`config.mk`:
```
export PLATFORM = sky130hd
export DESIGN_NAME = morra_pilota_flat
export DESIGN_NICKNAME = d
export VERILOG_FILES = /design/src/rtl/morra_pilota_if.sv /design/src/rtl/morra_pilota.sv /design/src/flat_wrapper.sv
export SDC_FILE = /design/constraint.sdc
export NUM_CORES = 1
export LEC_CHECK = 0
export ABC_AREA = 1
export BUFFER_PORTS_ARGS = -buffer_cell sky130_fd_sc_hd__buf_2
export CORE_MARGIN = 4
export CORE_UTILIZATION = 50
export CTS_CLUSTER_SIZE = 20
export DETAILED_ROUTE_END_ITERATION = 12
export PLACE_DENSITY = 0.85
export SLEW_MARGIN = 30
export SYNTH_ARGS = -nofsm -noshare
export SYNTH_HDL_FRONTEND = slang
export SYNTH_SLANG_ARGS = --single-unit
```
`constraint.sdc`:
```
create_clock -name clk -period 2.5 [get_ports clk]
set_input_delay 0.375 -clock clk [delete_from_list [all_inputs] [get_ports clk]]
set_output_delay 0.375 -clock clk [all_outputs]
set_load 0.005 [all_outputs]
```
`src/rtl/morra_pilota_if.sv`:
```
// Player-side link to the morra referee: start pulse and moves out, manche/match results back.
interface morra_pilota_if;
    logic       inizio;
    logic [1:0] primo;
    logic [1:0] secondo;
    logic [1:0] manche;
    logic [1:0] partita;

    modport master (output inizio, primo, secondo, input manche, partita);
    modport slave  (input inizio, primo, secondo, output manche, partita);
endinterface

```
`src/rtl/morra_pilota.sv`:
```
// Automatic match driver: plays both LFSR-driven players against the referee and
// cross-checks every manche and the match end against its own prediction.
module morra_pilota #(
    parameter logic [7:0] SEED_DEF = 8'hA5
) (
    input  logic           clk,
    input  logic           rst_n,
    input  logic           i_avvia,
    input  logic [3:0]     i_cfg,
    input  logic [7:0]     i_seed,
    morra_pilota_if.master bus,
    output logic           o_occupato,
    output logic           o_fatto,
    output logic [1:0]     o_esito,
    output logic [4:0]     o_vittorie1,
    output logic [4:0]     o_vittorie2,
    output logic [4:0]     o_giocate,
    output logic           o_errore
);

    typedef enum logic [2:0] {RIPOSO, INIZIO, ATTESA, MOSSA, PAUSA, FINE} state_t;

    state_t     r_state;
    state_t     w_stateNext;

    logic       r_inizio;
    logic [1:0] r_primo;
    logic [1:0] r_secondo;
    logic [1:0] r_pred;
    logic [7:0] r_lfsr;
    logic [4:0] r_max;
    logic [4:0] r_v1;
    logic [4:0] r_v2;
    logic [4:0] r_giocate;
    logic [1:0] r_lw1;
    logic [1:0] r_lw2;
    logic       r_attesaFine;
    logic       r_errore;
    logic [1:0] r_esito;
    logic       r_occupato;
    logic       r_fatto;

    logic       w_start;
    logic       w_aggiorna;
    logic       w_fineRef;
    logic       w_timeout;
    logic       w_mancaFine;
    logic [1:0] w_mv1;
    logic [1:0] w_mv2;
    logic [1:0] w_pred;
    logic [4:0] w_v1New;
    logic [4:0] w_v2New;
    logic [4:0] w_gNew;
    logic [4:0] w_diff;
    logic       w_fineLocale;
    logic       w_fb;

    // A player never repeats the move they just won with: rotate 01->10->11->01.
    function automatic logic [1:0] scegliMossa(input logic [1:0] raw, input logic [1:0] ultimaVinta);
        logic [1:0] m;
        m = (raw == 2'b00) ? 2'b01 : raw;
        if (ultimaVinta != 2'b00 && m == ultimaVinta) begin
            case (m)
                2'b01:   m = 2'b10;
                2'b10:   m = 2'b11;
                default: m = 2'b01;
            endcase
        end
        return m;
    endfunction

    function automatic logic [1:0] risultato(input logic [1:0] p1, input logic [1:0] p2);
        if (p1 == p2)
            return 2'b11;
        else if ((p1 == 2'b10 && p2 == 2'b01) || (p1 == 2'b01 && p2 == 2'b11) ||
                 (p1 == 2'b11 && p2 == 2'b10))
            return 2'b01;
        else
            return 2'b10;
    endfunction

    assign w_mv1  = scegliMossa(r_lfsr[1:0], r_lw1);
    assign w_mv2  = scegliMossa(r_lfsr[3:2], r_lw2);
    assign w_pred = risultato(w_mv1, w_mv2);
    assign w_fb   = r_lfsr[7] ^ r_lfsr[5] ^ r_lfsr[4] ^ r_lfsr[3];

    always_comb begin
        w_v1New = r_v1;
        w_v2New = r_v2;
        w_gNew  = r_giocate;
        case (bus.manche)
            2'b01: begin
                w_v1New = r_v1 + 5'd1;
                w_gNew  = r_giocate + 5'd1;
            end
            2'b10: begin
                w_v2New = r_v2 + 5'd1;
                w_gNew  = r_giocate + 5'd1;
            end
            2'b11: w_gNew = r_giocate + 5'd1;
            default: ;
        endcase
        w_diff       = (w_v1New >= w_v2New) ? (w_v1New - w_v2New) : (w_v2New - w_v1New);
        w_fineLocale = ((w_gNew >= 5'd4) && (w_diff >= 5'd2)) || (w_gNew == r_max);
    end

    always_ff @(posedge clk) begin
        if (!rst_n)
            r_state <= RIPOSO;
        else
            r_state <= w_stateNext;
    end

    always_comb begin
        w_stateNext = r_state;
        w_start     = 1'b0;
        w_aggiorna  = 1'b0;
        w_fineRef   = 1'b0;
        w_timeout   = 1'b0;
        w_mancaFine = 1'b0;
        case (r_state)
            RIPOSO, FINE: begin
                if (i_avvia) begin
                    w_stateNext = INIZIO;
                    w_start     = 1'b1;
                end
            end
            INIZIO: w_stateNext = ATTESA;
            ATTESA: w_stateNext = MOSSA;
            MOSSA, PAUSA: begin
                // A referee end always wins over the manche sampled in the same cycle.
                if (bus.partita != 2'b00) begin
                    w_stateNext = FINE;
                    w_fineRef   = 1'b1;
                end else if (r_giocate == r_max + 5'd1) begin
                    w_stateNext = FINE;
                    w_timeout   = 1'b1;
                end else if (r_state == MOSSA) begin
                    w_stateNext = PAUSA;
                    w_aggiorna  = 1'b1;
                end else begin
                    w_stateNext = MOSSA;
                    w_mancaFine = r_attesaFine;
                end
            end
            default: w_stateNext = RIPOSO;
        endcase
    end

    always_ff @(posedge clk) begin
        if (!rst_n) begin
            r_inizio     <= 1'b0;
            r_primo      <= 2'b00;
            r_secondo    <= 2'b00;
            r_pred       <= 2'b00;
            r_lfsr       <= SEED_DEF;
            r_max        <= 5'd0;
            r_v1         <= 5'd0;
            r_v2         <= 5'd0;
            r_giocate    <= 5'd0;
            r_lw1        <= 2'b00;
            r_lw2        <= 2'b00;
            r_attesaFine <= 1'b0;
            r_errore     <= 1'b0;
            r_esito      <= 2'b00;
            r_occupato   <= 1'b0;
            r_fatto      <= 1'b0;
        end else begin
            r_fatto    <= w_fineRef | w_timeout;
            r_occupato <= (w_stateNext != RIPOSO) && (w_stateNext != FINE);
            r_inizio   <= w_start;

            if (w_start) begin
                {r_primo, r_secondo} <= i_cfg;
            end else if (w_stateNext == MOSSA) begin
                r_primo   <= w_mv1;
                r_secondo <= w_mv2;
                r_pred    <= w_pred;
            end else begin
                r_primo   <= 2'b00;
                r_secondo <= 2'b00;
            end

            if (w_start) begin
                r_lfsr       <= (i_seed == 8'd0) ? SEED_DEF : i_seed;
                r_max        <= 5'd4 + {1'b0, i_cfg};
                r_v1         <= 5'd0;
                r_v2         <= 5'd0;
                r_giocate    <= 5'd0;
                r_lw1        <= 2'b00;
                r_lw2        <= 2'b00;
                r_attesaFine <= 1'b0;
                r_errore     <= 1'b0;
                r_esito      <= 2'b00;
            end

            if (r_state == PAUSA)
                r_attesaFine <= 1'b0;

            if (w_aggiorna) begin
                if (bus.manche != r_pred)
                    r_errore <= 1'b1;
                r_v1         <= w_v1New;
                r_v2         <= w_v2New;
                r_giocate    <= w_gNew;
                r_attesaFine <= w_fineLocale;
                r_lfsr       <= {r_lfsr[6:0], w_fb};
                case (bus.manche)
                    2'b01: begin
                        r_lw1 <= r_primo;
                        r_lw2 <= 2'b00;
                    end
                    2'b10: begin
                        r_lw1 <= 2'b00;
                        r_lw2 <= r_secondo;
                    end
                    2'b11: begin
                        r_lw1 <= 2'b00;
                        r_lw2 <= 2'b00;
                    end
                    default: ;
                endcase
            end

            if (w_mancaFine)
                r_errore <= 1'b1;

            if (w_fineRef)
                r_esito <= bus.partita;

            if (w_timeout) begin
                r_esito  <= 2'b11;
                r_errore <= 1'b1;
            end
        end
    end

    assign bus.inizio  = r_inizio;
    assign bus.primo   = r_primo;
    assign bus.secondo = r_secondo;
    assign o_occupato  = r_occupato;
    assign o_fatto     = r_fatto;
    assign o_esito     = r_esito;
    assign o_vittorie1 = r_v1;
    assign o_vittorie2 = r_v2;
    assign o_giocate   = r_giocate;
    assign o_errore    = r_errore;

endmodule
```
`src/flat_wrapper.sv`:
```
// flat-port wrapper written by rule: the top's interface ports become plain ports
module morra_pilota_flat 
#(
    parameter logic [7:0] SEED_DEF = 8'hA5
)
  (clk, rst_n, i_avvia, i_cfg, i_seed, o_occupato, o_fatto, o_esito, o_vittorie1, o_vittorie2, o_giocate, o_errore, bus_inizio, bus_primo, bus_secondo, bus_manche, bus_partita);
  morra_pilota_if bus_i ();
  input  logic clk;
  input  logic rst_n;
  input  logic i_avvia;
  input  logic [3:0] i_cfg;
  input  logic [7:0] i_seed;
  output logic o_occupato;
  output logic o_fatto;
  output logic [1:0] o_esito;
  output logic [4:0] o_vittorie1;
  output logic [4:0] o_vittorie2;
  output logic [4:0] o_giocate;
  output logic o_errore;
  output wire logic [$bits(bus_i.inizio)-1:0] bus_inizio;
  output wire logic [$bits(bus_i.primo)-1:0] bus_primo;
  output wire logic [$bits(bus_i.secondo)-1:0] bus_secondo;
  input wire logic [$bits(bus_i.manche)-1:0] bus_manche;
  input wire logic [$bits(bus_i.partita)-1:0] bus_partita;
  assign bus_inizio = bus_i.inizio;
  assign bus_primo = bus_i.primo;
  assign bus_secondo = bus_i.secondo;
  assign bus_i.manche = bus_manche;
  assign bus_i.partita = bus_partita;
  morra_pilota #(.SEED_DEF(SEED_DEF)) u_core (.clk(clk), .rst_n(rst_n), .i_avvia(i_avvia), .i_cfg(i_cfg), .i_seed(i_seed), .bus(bus_i), .o_occupato(o_occupato), .o_fatto(o_fatto), .o_esito(o_esito), .o_vittorie1(o_vittorie1), .o_vittorie2(o_vittorie2), .o_giocate(o_giocate), .o_errore(o_errore));
endmodule
```
# Word level (Yosys, flattened, before mapping)
# Index checks and enable logic that the tools add are counted.
# word_totals
register_bits	48
wordCells	145
out_inout_bits	25
inputBits	19
# classes
bitwise	5
n_mux	60
magnitude_cmp	3
n_eq_ne	26
reduce_logical	27
n_addsub	7
# op_table
op	n
5-bit 2-to-1 mux	8
2-bit 2-to-1 mux	17
8-bit 2-to-1 mux	3
1-bit 2-to-1 mux	23
5-bit by 1-bit adder with 5-bit output, second input constant	4
2-bit == test, second input constant	8
2-bit one-hot mux with 2 select lines	4
3-bit 2-to-1 mux	4
3-bit one-hot mux with 4 select lines	1
2-bit by 1-bit == test with 1-bit output, second input constant	5
5-bit == test	2
5-bit subtractor	2
3-bit by 2-bit == test with 1-bit output, second input constant	3
3-bit nonzero test	3
8-bit zero test	1
2-bit nonzero test	4
2-bit OR reduction	4
1-bit logical AND	7
2-bit == test	3
3-bit == test, second input constant	2
3-bit by 4-bit adder with 5-bit output, first input constant	1
5-bit by 2-bit greater-or-equal comparator with 1-bit output, second input constant	1
5-bit by 3-bit greater-or-equal comparator with 1-bit output, second input constant	1
5-bit greater-or-equal comparator	1
other kinds (11)	16

# Depth between registers and ports, before layout
# depth
depth_word	11
ltp_mapped	21
mapped_depth_nobuf	20

# Least setup slack after synthesis
# Ideal clock, no wire load.
# synth_timing
kind	register -> register
start	reg u_core.r_v2[0] (netlist: u_core.o_vittorie2[0])
end	reg u_core.r_attesaFine
t_required_ns	2.373
arrival_ns	2.451
setup_slack_ns	-0.078
setup_time_ns	0.127
path_stages_with_launch	21
period_less_slack_ns	2.578
path_buffers	1
path_cell_list	dfxtp_1 ha_1 nand2_1 xor2_1 inv_1 ha_1 clkbuf_2 nand2_1 inv_1 a311oi_1 nand2_4 nand2_4 nand2_1 nand2_1 inv_1 nor2_1 nand2_1 nand2_1 nand2_1 nand2_1 a21oi_2
# synth_between
elab_chain_cells	8
word_cells_on_any_way	10
# synth_lines
item	line	text
start, declared	morra_pilota.sv:33	logic [4:0] r_v2;
start signal, assigned	morra_pilota.sv:204	r_v2 <= w_v2New;
5-bit by 1-bit adder with 5-bit output	morra_pilota.sv:97	w_v2New = r_v2 + 5'd1;
5-bit 2-to-1 mux *	morra_pilota.sv:91	case (bus.manche)
5-bit subtractor / 5-bit greater-or-equal comparator (equally long branches)	morra_pilota.sv:103	w_diff = (w_v1New >= w_v2New) ? (w_v1New - w_v2New) : (w_v2New - w_v1New);
5-bit 2-to-1 mux *	morra_pilota.sv:103	
5-bit by 2-bit greater-or-equal comparator with 1-bit output *	morra_pilota.sv:104	w_fineLocale = ((w_gNew >= 5'd4) && (w_diff >= 5'd2)) || (w_gNew == r_max);
1-bit logical AND *	morra_pilota.sv:104	
1-bit logical OR *	morra_pilota.sv:104	
1-bit 2-to-1 mux *	morra_pilota.sv:200	if (w_aggiorna) begin
end signal, assigned	morra_pilota.sv:206	r_attesaFine <= w_fineLocale;
end, declared	morra_pilota.sv:37	logic r_attesaFine;
# Every way passes the cells marked *; elsewhere a longest branch is shown, timed or not.
# A chain may end at the register's enable or synchronous reset.

# Worst setup path in the final report
# layout_timing
start	reg u_core.r_v1[0] (netlist: u_core.o_vittorie1[0])
end	reg u_core.r_attesaFine
# layout_between
elab_chain_cells	8
word_cells_on_any_way	10
# layout_lines
item	line	text
start, declared	morra_pilota.sv:32	logic [4:0] r_v1;
start signal, assigned	morra_pilota.sv:203	r_v1 <= w_v1New;
5-bit by 1-bit adder with 5-bit output	morra_pilota.sv:93	w_v1New = r_v1 + 5'd1;
5-bit 2-to-1 mux *	morra_pilota.sv:91	
5-bit subtractor / 5-bit greater-or-equal comparator (equally long branches)	morra_pilota.sv:103	
5-bit 2-to-1 mux *	morra_pilota.sv:103	
5-bit by 2-bit greater-or-equal comparator with 1-bit output *	morra_pilota.sv:104	
1-bit logical AND *	morra_pilota.sv:104	
1-bit logical OR *	morra_pilota.sv:104	
1-bit 2-to-1 mux *	morra_pilota.sv:200	
# Marks and branches as above.

==> metrics <==
status=finished with violations; failing checks=setup timing; slew at the pin closest to its max-slew limit=0.541 ns; Synth cell types=42; number of antenna diodes=0; Placed Area=3620 um^2; Clk pin slew, worst setup/hold paths=0.10 ns; Initial Util=0.522; routability cong.=0.915; met2 Use GR=0.409; drt drc=0; Seq pwr share=0.461; Hold Path Class=primary input to flop; largest net degree at the start of global routing=26; core area=5990 um^2; die area=7580 um^2; TritonCTS clock tree=done; Root Driver=clkbuf_8; clock share of power=0.264; max_slew headroom=0.638; initial antenna violation count=0; fraction of the mapped netlist area in adder cells=0.0689; First-pass DRT Iterations=5; Net Count, Synth=471; ys async rst share=0; Synthesis Warnings=0; worst vdd ir=337 uV; worst path arrival time=2.77 ns; Max-Cap Viols=0; CP Class=flop to flop; routed len/inst=16.0 um; Die Wd=87.1 um; io pins=44; Post-Synth XOR/XNOR Area=0.0897; family with the most delay on the worst path=simple AND/OR/NAND/NOR gates; Iteration-0 DRC Markers=218; Sw Pwr=0.000656 W; buffers and inverters on the worst path=2; Port Buf Inserts=43; Crit Path Max Fanout=5; period utilisation layout=1.02; fin. max-slew vios=0; Hold Fails Final Rpt=0; DR vias=3,352; Sequential Area=971 um^2; M3 GR Usage=0.0407; f_max=0.391 GHz; cell count after synthesis=436; Worst-Skew Late Latency=0.31 ns; post-route ant nets=0; grt ovf=0; Int Pwr=0.00125 W; Pleak=1.79 nW; fillcell total=468; finished layout cell area=4000 um^2; total wire length=9450 um; vias in the first global route=3,114; Cell Pwr Density=478 nW/um^2; register area share after synthesis=0.307; Worst path most repeated cell=nand2_1; DP Worst Slack=-0.296 ns; Die Y-Extent=87.1 um; minimum clock period=2.56 ns; area delta synth->final=27.9%; Rows=28; compound-cell area share of the yosys netlist=0.132; Final nets=552; critical path startpoint category=flop; critical path's slowest cell=fa_2; Sw Share=0.344; final setup margin=-0.0607 ns; detailed placement HPWL=6160 um; Syn Std Cell Area=3130 um^2; RSZ-0062 raised after global routing=yes; clk sink count=48; CP peak stage delay=0.41 ns; first-pass GRT wire length=14,200 um; Crit. End Element=flop; Yosys reg bits=48; met1 usage=0.284; Critical Path RT=2.71 ns; Main synth FF type=dfxtp_1; Via-to-Cell Ratio=5.66; Simple-Gate Fraction of Synth Area=0.323; multiplexer area fraction after synthesis=0; cells along the critical path=or2_2 -> nand2_1 -> inv_1 -> ha_2 -> fa_2 -> nor2_4 -> a211oi_2 -> xor2_1 -> nand2_1 -> nand2_1 -> inv_1 -> nor2_1 -> nand2_1 -> nand2_1 -> nand2_1 -> nand2_1 -> a21oi_2; skew final=0.0163 ns; largest family of logic cells by synthesized area=simple AND/OR/NAND/NOR gates; multi-input combinational cell area=2120 um^2; Comb pwr share=0.275; Syn Area/Cell=7.17 um^2; Setup-failing EPs final=1; hold_buf cts=0; Finished Layout Cells=592; fraction of layout cells with a size suffix above 1=0.327; Post-synth EDFFs=0; maximum clock insertion buffer count=2; GR peak layer=met2; CTS HTree Levels=2; placed insts=576; Num CTS Buffers=5; Total GRT Usage=0.232
[path summary, 6_finish.rpt]
check	startpoint	to	slack (ns)	depth (start not counted)
max	u_core.o_vittorie1[0]	u_core.r_attesaFine	-0.06	17
min	i_cfg[2]	u_core.r_max[2]	0.28	2
max reg2reg	u_core.o_vittorie1[0]	u_core.r_attesaFine	-0.06	17
min reg2reg	u_core.o_esito[1]	u_core.o_esito[1]	0.49	2
[metal layers]
layer	vias up	share of wire	routed length [um]
met5	-	0	0
met4	0	0.048	450
met3	55	0.059	559
met2	158	0.50	4680
met1	1550	0.40	3760
li1	1589	-	-
[stage by stage]
step	TNS [ns]	total power, W	hold WS (ns)	util
floorplan	0	0.00124	0.453	-
global placement	-0.0955	0.00135	0.463	0.604
detailed placement	-0.296	0.00138	0.473	0.604
CTS	0	0.00187	0.275	0.633
global route	-0.154	0.00201	0.288	0.667
finish	-0.0607	0.00191	0.280	0.667
[flip-flops by register name, indices dropped and copies added (netlist names), 2 cells and up]
register and count:
u_core.r_lfsr 8, u_core.o_giocate 5, u_core.o_vittorie1 5, u_core.o_vittorie2 5, u_core.r_max 5, u_core.r_state 3
u_core.bus.primo 2, u_core.bus.secondo 2, u_core.o_esito 2, u_core.r_lw1 2, u_core.r_lw2 2, u_core.r_pred 2
[power by group through the flow]
stage | Clock [W] | Sequential [W] | Combinational (W)
floorplan | 0 | 0.000883 | 0.000354
global placement | 0 | 0.000894 | 0.000459
detailed placement | 0 | 0.000897 | 0.000480
CTS | 0.000501 | 0.000879 | 0.000490
global route | 0.000540 | 0.000889 | 0.000576
finish | 0.000504 | 0.000881 | 0.000525
[area by class of cell]
class | instances | share of cell area
multi-input combinational | 332 | 0.530
sequential | 48 | 0.243
timing repair buffer | 86 | 0.138
inverter | 44 | 0.0426
tap | 75 | 0.0235
clock buffer | 6 | 0.0207
clock inverter | 1 | 0.00219
[cells by family after synthesis]
kind of cell,Yosys count
and+or+nand+nor,213
xor gates and xnor gates,32
buffers and inverters,56
AOI/OAI and AO/OA,71
DFF,48
adders and majority gates,16
[worst reg2reg max path, delay by kind of cell, from the launching register on]
kind	cells	cell delay, ns
compound gates	2	0.10
xor+xnor	1	0.19
fa+ha+maj	2	0.60
buf+inv	2	0.14
flops	1	0.37
simple gates	10	1.06
[synth_stat cells, types with 7 or more instances]
cell type | instances | share of area
a21oi_1 | 32 | 0.051
xnor2_1 | 15 | 0.042
nand3_1 | 31 | 0.050
ha_1 | 14 | 0.056
o21ai_0 | 15 | 0.024
inv_2 | 7 | 0.0084
a31oi_1 | 11 | 0.022
xor2_1 | 17 | 0.048
inv_1 | 35 | 0.042
dfxtp_1 | 48 | 0.31
nor2_1 | 27 | 0.032
nand2_1 | 113 | 0.14
[cell usage in the layout (no fill, tap or decap), types with 6 or more instances in the layout]
| master | instances |
|---|---|
| a21oi_1 | 30 |
| a31oi_1 | 11 |
| buf_2 | 42 |
| buf_4 | 41 |
| clkbuf_8 | 6 |
| dfxtp_1 | 44 |
| ha_1 | 7 |
| inv_1 | 32 |
| inv_2 | 10 |
| nand2_1 | 108 |
| nand2_2 | 9 |
| nand3_1 | 29 |
| nor2_1 | 22 |
| nor2_2 | 6 |
| nor2_4 | 6 |
| o21ai_0 | 11 |
| xnor2_1 | 14 |
| xor2_1 | 16 |
[timing repair]
| item | in CTS | in global routing |
|---|---|---|
| hold endpoints to repair | 0 | 0 |
| setup buffers | 2 | 7 |
| resized for setup | 15 | 41 |
| pin swaps | 4 | 25 |
| endpoints found under the setup margin | 1 | 1 |
Note: power is estimated with default switching activity, not from simulation.
